--- src/rtl/crc_pkg.sv ---
// Shared definitions for the serial CRC engine: FSM state encoding and the
// width-agnostic CRC step, which operates on MSB-aligned 32-bit words.
package crc_pkg;

    localparam int CRC_MAX_W = 32;

    typedef logic [CRC_MAX_W-1:0] crc_word_t;

    typedef enum logic [1:0] {
        ST_IDLE = 2'd0,
        ST_RUN  = 2'd1,
        ST_EMIT = 2'd2,
        ST_DONE = 2'd3
    } state_t;

    // Left-align a narrow value so that its MSB sits at bit CRC_MAX_W-1.
    function automatic crc_word_t crc_align(input crc_word_t value, input int width);
        return value << (CRC_MAX_W - width);
    endfunction

    // One MSB-first LFSR step; crc and poly must both be left-aligned.
    function automatic crc_word_t crc_step(input crc_word_t crc, input logic bit_in,
                                           input crc_word_t poly);
        logic fb_s;
        fb_s = bit_in ^ crc[CRC_MAX_W-1];
        if (fb_s) begin
            return {crc[CRC_MAX_W-2:0], 1'b0} ^ poly;
        end else begin
            return {crc[CRC_MAX_W-2:0], 1'b0};
        end
    endfunction

endpackage

--- src/rtl/crc_lfsr.sv ---
// CRC shift register: load has priority over a step, otherwise the value holds.
module crc_lfsr
    import crc_pkg::*;
#(
    parameter int              WIDTH = 6,
    parameter logic [WIDTH-1:0] POLY = WIDTH'(6'h03)
) (
    input  logic             mainclk,
    input  logic             reset,
    input  logic             enable,
    input  logic             load,
    input  logic [WIDTH-1:0] load_value,
    input  logic             bit_in,
    output logic [WIDTH-1:0] state_out
);

    localparam crc_word_t POLY_AL = crc_align(crc_word_t'(POLY), WIDTH);

    logic [WIDTH-1:0] crc_r;
    logic [WIDTH-1:0] crc_nx_s;

    // Next register value: reload, step or hold.
    always_comb begin
        crc_nx_s = crc_r;
        if (load) begin
            crc_nx_s = load_value;
        end else if (enable) begin
            crc_nx_s = WIDTH'(crc_step(crc_align(crc_word_t'(crc_r), WIDTH), bit_in, POLY_AL)
                              >> (CRC_MAX_W - WIDTH));
        end else begin
            crc_nx_s = crc_r;
        end
    end

    // CRC state register.
    always_ff @(posedge mainclk) begin
        if (reset) begin
            crc_r <= {WIDTH{1'b0}};
        end else begin
            crc_r <= crc_nx_s;
        end
    end

    assign state_out = crc_r;

endmodule

--- src/rtl/crc_lfsr_engine.sv ---
// Serial CRC generator/checker: accepts MSB-first message bits, then either
// shifts the CRC out serially (generate) or reports a zero residue (check).
module crc_lfsr_engine
    import crc_pkg::*;
#(
    parameter int               WIDTH = 6,
    parameter logic [WIDTH-1:0] POLY  = WIDTH'(6'h03),
    parameter logic [WIDTH-1:0] INIT  = WIDTH'(1'b0)
) (
    input  logic             mainclk,
    input  logic             reset,
    input  logic             start,
    input  logic             mode,
    input  logic             bit_in,
    input  logic             bit_valid,
    input  logic             last,
    output logic             ready,
    output logic             busy,
    output logic             ser_out,
    output logic             ser_valid,
    output logic [WIDTH-1:0] crc_out,
    output logic             crc_valid,
    output logic             match
);

    localparam int               CNT_W    = $clog2(WIDTH);
    localparam logic [CNT_W-1:0] CNT_LAST = CNT_W'(WIDTH - 1);
    localparam crc_word_t        POLY_AL  = crc_align(crc_word_t'(POLY), WIDTH);

    state_t           state_r, state_nx_s;
    logic             mode_r, mode_nx_s;
    logic [CNT_W-1:0] cnt_r, cnt_nx_s;
    logic [CNT_W-1:0] ser_idx_s;
    logic [WIDTH-1:0] crc_s, crc_upd_s;
    logic [WIDTH-1:0] crc_out_r, crc_out_nx_s;
    logic             match_r, match_nx_s;
    logic             ser_out_nx_s;
    logic             lfsr_en_s, lfsr_ld_s;
    logic             ready_r, busy_r, ser_out_r, ser_valid_r, crc_valid_r;

    crc_lfsr #(
        .WIDTH (WIDTH),
        .POLY  (POLY)
    ) u_crc_lfsr (
        .mainclk    (mainclk),
        .reset      (reset),
        .enable     (lfsr_en_s),
        .load       (lfsr_ld_s),
        .load_value (INIT),
        .bit_in     (bit_in),
        .state_out  (crc_s)
    );

    // The final CRC must be captured in the same cycle the last bit is accepted.
    assign crc_upd_s = WIDTH'(crc_step(crc_align(crc_word_t'(crc_s), WIDTH), bit_in, POLY_AL)
                              >> (CRC_MAX_W - WIDTH));

    // Next-state, LFSR control and next output values.
    always_comb begin
        state_nx_s   = state_r;
        mode_nx_s    = mode_r;
        cnt_nx_s     = cnt_r;
        crc_out_nx_s = crc_out_r;
        match_nx_s   = match_r;
        lfsr_en_s    = 1'b0;
        lfsr_ld_s    = 1'b0;
        ser_out_nx_s = 1'b0;
        ser_idx_s    = {CNT_W{1'b0}};
        case (state_r)
            ST_IDLE: begin
                if (start) begin
                    lfsr_ld_s  = 1'b1;
                    mode_nx_s  = mode;
                    state_nx_s = ST_RUN;
                end else begin
                    state_nx_s = ST_IDLE;
                end
            end
            ST_RUN: begin
                if (start) begin
                    lfsr_ld_s  = 1'b1;
                    mode_nx_s  = mode;
                    state_nx_s = ST_RUN;
                end else if (bit_valid) begin
                    lfsr_en_s = 1'b1;
                    if (last) begin
                        crc_out_nx_s = crc_upd_s;
                        cnt_nx_s     = {CNT_W{1'b0}};
                        if (mode_r) begin
                            match_nx_s = (crc_upd_s == {WIDTH{1'b0}});
                            state_nx_s = ST_DONE;
                        end else begin
                            match_nx_s = 1'b0;
                            state_nx_s = ST_EMIT;
                        end
                    end else begin
                        state_nx_s = ST_RUN;
                    end
                end else begin
                    state_nx_s = ST_RUN;
                end
            end
            ST_EMIT: begin
                if (cnt_r == CNT_LAST) begin
                    cnt_nx_s   = {CNT_W{1'b0}};
                    state_nx_s = ST_DONE;
                end else begin
                    cnt_nx_s   = cnt_r + CNT_W'(1);
                    state_nx_s = ST_EMIT;
                end
            end
            ST_DONE: begin
                state_nx_s = ST_IDLE;
            end
            default: begin
                state_nx_s = ST_IDLE;
                cnt_nx_s   = {CNT_W{1'b0}};
            end
        endcase
        // Emit index counts down from the MSB as the counter counts up.
        if (state_nx_s == ST_EMIT) begin
            ser_idx_s    = CNT_LAST - cnt_nx_s;
            ser_out_nx_s = crc_out_nx_s[ser_idx_s];
        end else begin
            ser_out_nx_s = 1'b0;
        end
    end

    // State, counter and registered outputs.
    always_ff @(posedge mainclk) begin
        if (reset) begin
            state_r     <= ST_IDLE;
            mode_r      <= 1'b0;
            cnt_r       <= {CNT_W{1'b0}};
            crc_out_r   <= {WIDTH{1'b0}};
            match_r     <= 1'b0;
            ready_r     <= 1'b0;
            busy_r      <= 1'b0;
            ser_out_r   <= 1'b0;
            ser_valid_r <= 1'b0;
            crc_valid_r <= 1'b0;
        end else begin
            state_r     <= state_nx_s;
            mode_r      <= mode_nx_s;
            cnt_r       <= cnt_nx_s;
            crc_out_r   <= crc_out_nx_s;
            match_r     <= match_nx_s;
            ready_r     <= (state_nx_s == ST_RUN);
            busy_r      <= (state_nx_s != ST_IDLE);
            ser_out_r   <= ser_out_nx_s;
            ser_valid_r <= (state_nx_s == ST_EMIT);
            crc_valid_r <= (state_nx_s == ST_DONE);
        end
    end

    assign ready     = ready_r;
    assign busy      = busy_r;
    assign ser_out   = ser_out_r;
    assign ser_valid = ser_valid_r;
    assign crc_out   = crc_out_r;
    assign crc_valid = crc_valid_r;
    assign match     = match_r;

endmodule

--- config.mk ---
export PLATFORM = sky130hd
export DESIGN_NAME = crc_lfsr_engine
export DESIGN_NICKNAME = d
export VERILOG_FILES = /design/src/rtl/crc_pkg.sv /design/src/rtl/crc_lfsr.sv /design/src/rtl/crc_lfsr_engine.sv
export SDC_FILE = /design/constraint.sdc
export NUM_CORES = 1
export LEC_CHECK = 0
export CAP_MARGIN = 25
export CELL_PAD_IN_SITES_DETAIL_PLACEMENT = 2
export CELL_PAD_IN_SITES_GLOBAL_PLACEMENT = 2
export CORE_MARGIN = 5
export CORE_UTILIZATION = 28
export CTS_CLUSTER_SIZE = 20
export DETAILED_ROUTE_END_ITERATION = 8
export PLACE_DENSITY = 0.75
export SKIP_CTS_REPAIR_TIMING = 1
export SLEW_MARGIN = 20
export SYNTH_ARGS = -nofsm -noshare
export SYNTH_HDL_FRONTEND = slang
export SYNTH_SLANG_ARGS = --single-unit
--- constraint.sdc ---
create_clock -name mainclk -period 1.71 [get_ports mainclk]
set_input_delay 0.4275 -clock mainclk [delete_from_list [all_inputs] [get_ports mainclk]]
set_output_delay 0.4275 -clock mainclk [all_outputs]
set_load 0.02 [all_outputs]
==> run_results.csv, run 1 <==
group,metric,value,unit
worst_setup_path,end_kind,"register",
placed_design,place_area,1590,sq um
global_routing,grt_pass1_vias,1274,
worst_setup_path,cp_slowest_cell,"or4b_4",
synthesis,syn_area_per_cell,8.87,sq um
synthesis,ys_seq_area_frac,0.401,
final_layout,layout.nets,192,
global_routing,grt.overflow.total,0,
clock_tree,clk_pin_slew,90,ps
routing,drc,0,
final_layout,areaGrowthSynthToFinish,50.8,%
routing,post_drt_via_cell_ratio,5.10,
clock_tree,clock_latency,270,ps
synthesis,ys_seq_elements,24,
worst_setup_path,path_buf_inv,1,
synthesis,yosysWarnings,0,
worst_setup_path,rr_startpoint,"u_crc_lfsr.state_out[5]",
worst_hold_path,hold_depth,2,
worst_setup_path,r2r_end,"match",
clock_tree,cts_tree,"built",
global_routing,grt_max_degree,14,
final_layout,drive_gt1_frac,0.291,
synthesis,syn_area,1200,sq um
clock_tree,cts_root_buf,"clkbuf_8",
die,core_area,4090,sq um
final_layout,design_area,1810,sq um
worst_setup_path,critPathMaxFanout,2,
worst_setup_path,critPathLaunchType,"register",
die,die_area,5680,sq um
global_routing,antenna_found_initial,0,
die,placementRows,23,
final_layout,multi_input_area,777,sq um
worst_hold_path,hp-start,"mode_r",
power_and_ir_drop,p_leak,0.000827,uW
worst_setup_path,path_cells,"xor2_1 -> inv_1 -> ha_4 -> or4b_4 -> nor4_4 -> a21oi_2 -> nor2_1",
synthesis,synthCells,135,
run_status,status,"finished with violations",
timing,clock_skew,1.25,ps
routing,dr.pass1.iters,4,
clock_tree,clk_path_buf_depth,2,
final_layout,seq_area,485,sq um
clock_tree,cts_sinks,24,
worst_setup_path,path_delay_family,"simple AND/OR/NAND/NOR gates",
placed_design,portBuffers,18,
die,start_util,0.293,
worst_setup_path,required,1910,ps
final_layout,final_common_cell,"buf_4",
timing,setup_viol,1,
final_layout,n_fill_cell,450,
final_layout,n_antenna_cell,0,
timing,rsz0062_at_grt,"yes",
die,die_x,75.4,microns
routing,vias,1168,
timing,fin_crit_sh,1.03,
timing,slew_violations,0,
final_layout,final_cell_mix,"buf_4, dfxtp_1, nor2_1, nand2_1",
worst_setup_path,r2r_slack,-50,ps
routing,ant_nets,0,
timing,hold_viol_final,0,
timing,fmax,569,MHz
timing,holdWs,511,ps
worst_setup_path,max_stage_delay,480,ps
clock_tree,htreeDepth,1,
die,ios,19,
global_routing,grt_pass1_wl,6630,microns
die,dieHeight,75.4,microns
power_and_ir_drop,pwr_density_cell,646,nW/um^2
timing,relSlewSlack,0.705,
timing,finalWorstSetupSlack,-48.5,ps
routing,drt-wirelength-per-cell,19.9,microns
synthesis,syn-num-nets,147,
routing,drtIter0Drc,13,
placed_design,gp_congestion,0.756,
worst_setup_path,arrival,1960,ps
synthesis,synth_cell_types,38,
timing,worst_slew_pin_slew,441,ps
timing,min_period,1760,ps
run_status,violations,"setup timing",
job,maxCapViolCount,0,
placed_design,dp_hpwl,3050,microns
routing,wl,4550,microns
worst_setup_path,crit_type,"reg2reg",
worst_setup_path,reg2reg_depth,7,
worst_hold_path,hold_path_class,"reg2reg",
power_and_ir_drop,peakVddDrop,429,uV
worst_hold_path,hold_end,"mode_r",
clock_tree,cts_buffers,3,
global_routing,grtUsageTotal,0.156,
[worst max path at each step]
| stage | start | to | slack [ps] | depth (start not counted) |
|---|---|---|---|---|
| detailed placement | bit_valid | ser_out | -440 | 6 |
| global placement | bit_in | ser_out | -340 | 8 |
| finish | u_crc_lfsr.state_out[5] | match | -50 | 7 |
| floorplan | state_r[0] | ser_out | 110 | 7 |
| global route | state_r[1] | ser_out | -100 | 8 |
| CTS | state_r[1] | ser_out | -250 | 7 |
[through the flow]
stage | cells | utilization | power (uW) | setup TNS [ps] | setup WS [ps]
finish | 229 | 0.442 | 1170 | -48.5 | -48.5
global placement | 222 | 0.389 | 739 | -2250 | -341
CTS | 226 | 0.402 | 1140 | -1040 | -252
floorplan | 135 | - | 665 | 0 | 106
detailed placement | 222 | 0.389 | 750 | -3270 | -437
global route | 229 | 0.442 | 1210 | -200 | -95.9
[layer usage]
| metal | share of wire | global-route usage |
|---|---|---|
| met5 | 0 | 0 |
| met4 | 0.014 | 0.0388 |
| met3 | 0.018 | 0.0158 |
| met2 | 0.56 | 0.308 |
| met1 | 0.41 | 0.175 |
[worst reg2reg max path: cells and delay by family (launching register included)]
family / cells / cell delay (ps)
AOI/OAI and AO/OA: 1 / 60
xor gates and xnor gates: 1 / 160
adders and majority gates: 1 / 140
buffers and inverters: 1 / 100
DFF: 1 / 330
and+or+nand+nor: 3 / 890
[Yosys cell counts (all sizes together)]
cell	count	area [sq um]
and4b	1	10.0
and2	1	6.26
a211oi	1	7.51
and3b	3	30.0
o211ai	2	20.0
a21o	1	7.51
buf	3	20.0
nand4b	2	17.5
o22ai	1	6.26
a21oi	10	50.1
nor3	2	10.0
nand2b	4	25.0
nor2b	4	25.0
o31ai	2	28.8
clkbuf	1	3.75
xor2	1	8.76
nor4	1	6.26
ha	5	62.6
or4b	1	10.0
nor2	16	60.1
inv	8	30.0
a31oi	1	6.26
mux2i	11	110
nand3b	3	22.5
dfxtp	24	480
a22oi	2	15.0
nand3	1	5.00
a32o	1	10.0
o221ai	1	8.76
o21ai	6	33.8
nand2	14	52.6
a21boi	1	7.51
[power by group]
group | total [uW] | switching [uW] | leakage, uW | internal [uW]
Sequential | 578 | 8.39 | 0.000195 | 569
Combinational | 187 | 93.5 | 0.000603 | 93.4
Clock | 401 | 196 | 0.0000288 | 206
[layout make-up]
type / count / share of cell area
sequential: 24 / 0.269
clock buffer: 4 / 0.0305
tap: 50 / 0.0347
multi-input combinational: 99 / 0.430
timing repair buffer: 44 / 0.219
inverter: 8 / 0.0166
[registers in the layout, summed over array words and instances (netlist names)]
| register | count |
|---|---|
| state_r | 2 |
| crc_valid | 1 |
| cnt_r | 3 |
| u_crc_lfsr.state_out | 6 |
| busy | 1 |
| ser_valid | 1 |
| crc_out | 6 |
| ser_out | 1 |
| ready | 1 |
| mode_r | 1 |
| match | 1 |
[cells by family after synthesis]
logic type | share of synthesized area
compound gates | 0.168
xor+xnor | 0.00732
fa+ha+maj | 0.0522
buf+inv | 0.0449
mux | 0.0920
flops | 0.401
simple gates | 0.234
Note: power is estimated with default switching activity, not from simulation.
==> run 2: changes to the inputs <==
--- a/config.mk
+++ b/config.mk
@@ -9,10 +9,11 @@
 export CELL_PAD_IN_SITES_DETAIL_PLACEMENT = 2
 export CELL_PAD_IN_SITES_GLOBAL_PLACEMENT = 2
 export CORE_MARGIN = 5
-export CORE_UTILIZATION = 28
+export CORE_UTILIZATION = 33
 export CTS_CLUSTER_SIZE = 20
 export DETAILED_ROUTE_END_ITERATION = 8
-export PLACE_DENSITY = 0.75
+export DONT_BUFFER_PORTS = 1
+export PLACE_DENSITY = 0.74
 export SKIP_CTS_REPAIR_TIMING = 1
 export SLEW_MARGIN = 20
 export SYNTH_ARGS = -nofsm -noshare
==> run_results.csv, run 2 (same netlist as run 1, synthesis figures left out) <==
group,metric,value,unit
die,core_area,3420,sq um
worst_setup_path,cp_slowest_cell,"dfxtp_4",
worst_setup_path,arrival,2000,ps
final_layout,n_antenna_cell,0,
power_and_ir_drop,p_leak,0.000581,uW
routing,ant_nets,0,
routing,post_drt_via_cell_ratio,5.34,
clock_tree,clock_latency,330,ps
worst_setup_path,cpMostUsedCell,"nand3b_1",
placed_design,dp_hpwl,2730,microns
clock_tree,clk_pin_slew,150,ps
worst_setup_path,critPathMaxFanout,8,
global_routing,antenna_found_initial,0,
final_layout,final_cell_mix,"dfxtp_1, nor2_1, buf_4, nand2_1",
die,dieHeight,70.2,microns
die,ios,19,
worst_setup_path,path_cells,"inv_4 -> ha_4 -> nand3b_1 -> o211ai_4 -> mux2i_2 -> nand3b_1 -> a31oi_1",
timing,setup_viol,1,
final_layout,drive_gt1_frac,0.253,
final_layout,final_common_cell,"dfxtp_1",
timing,rsz0062_at_grt,"yes",
global_routing,grt_pass1_vias,1159,
timing,relSlewSlack,0.683,
timing,hold_viol_final,0,
timing,min_period,1730,ps
die,die_x,70.2,microns
global_routing,grtUsageTotal,0.151,
timing,clock_skew,14.6,ps
routing,drt-wirelength-per-cell,19.3,microns
timing,slew_violations,0,
final_layout,layout.nets,163,
routing,drtIter0Drc,32,
clock_tree,clk_path_buf_depth,2,
worst_setup_path,path_buf_inv,1,
worst_setup_path,r2r_slack,-20,ps
timing,fin_crit_sh,1.01,
placed_design,dp_slack,-169,ps
worst_hold_path,hold_path_class,"in2reg",
die,die_area,4930,sq um
global_routing,grt_pass1_wl,5840,microns
die,placementRows,21,
worst_setup_path,max_stage_delay,410,ps
placed_design,gp_congestion,0.787,
clock_tree,cts_root_buf,"clkbuf_4",
timing,fmax,578,MHz
timing,tns,-20.8,ps
routing,wl,3790,microns
clock_tree,cts_sinks,24,
power_and_ir_drop,pwr_density_cell,699,nW/um^2
clock_tree,cts_buffers,3,
routing,drc,0,
worst_setup_path,end_kind,"register",
worst_setup_path,required,1970,ps
final_layout,final_core_util,0.430,
routing,vias,1047,
power_and_ir_drop,peakVddDrop,275,uV
final_layout,areaGrowthSynthToFinish,22.7,%
global_routing,grt_max_degree,17,
placed_design,portBuffers,0,
routing,dr.pass1.iters,4,
timing,holdWs,134,ps
clock_tree,cts_tree,"built",
run_status,violations,"setup timing",
job,maxCapViolCount,0,
timing,worst_slew_pin_slew,474,ps
die,start_util,0.351,
global_routing,grt.overflow.total,0,
run_status,status,"finished with violations",
worst_setup_path,path_delay_family,"flip-flops",
clock_tree,htreeDepth,1,
worst_setup_path,critPathLaunchType,"register",
timing,finalWorstSetupSlack,-20.8,ps
worst_setup_path,crit_type,"reg2reg",
## run 2: cell types whose count changed in the layout (fill, tap and decap cells not counted), moves of 2 or more
cell and change:
inv_2 -2, buf_4 -11, clkdlybuf4s50_1 -10, clkbuf_4 +3, dlymetal6s2s_1 -8, clkbuf_8 -3, inv_4 +2
## run 2: path summary, 6_finish.rpt
path                                              start                      end  depth (start not counted)
worst min register to register  u_crc_lfsr.state_out[0]  u_crc_lfsr.state_out[0]                          2
worst max register to register               state_r[0]                  ser_out                          7
worst min-delay path                              reset                     busy                          1
worst max-delay path                         state_r[0]                  ser_out                          7
## run 2: power breakdown
| part | internal [uW] | switching, uW | leakage, uW | total, uW |
|---|---|---|---|---|
| clock | 130 | 186 | 0.0000210 | 316 |
| sequential | 570 | 16.0 | 0.000196 | 586 |
| combinational | 60.2 | 64.0 | 0.000364 | 124 |
| total | 761 | 266 | 0.000581 | 1030 |
## run 2: stage by stage
| stage | power [uW] | instance area [sq um] | instances |
|---|---|---|---|
| final | 1030 | 1470 | 196 |
| after global routing | 1090 | 1470 | 196 |
| after CTS | 1020 | 1370 | 195 |
| after detailed placement | 702 | 1340 | 191 |
| after global placement | 698 | 1340 | 191 |
| after floorplan | 665 | 1200 | 135 |
## run 2: routing by layer
layer	up-vias	GRT usage	part of all wire
met2	21	0.248	0.50
li1	504	-	-
met4	0	0.0617	0.012
met3	5	0.0344	0.040
met1	517	0.189	0.45
met5	-	0	0
## run 2: layout make-up
type                       count  area [sq um]
sequential                    24           487
inverter                       8          35.0
tap                           46          57.6
timing repair buffer          15           113
clock buffer                   4          36.3
fill                         377          1950
multi-input combinational     99           741
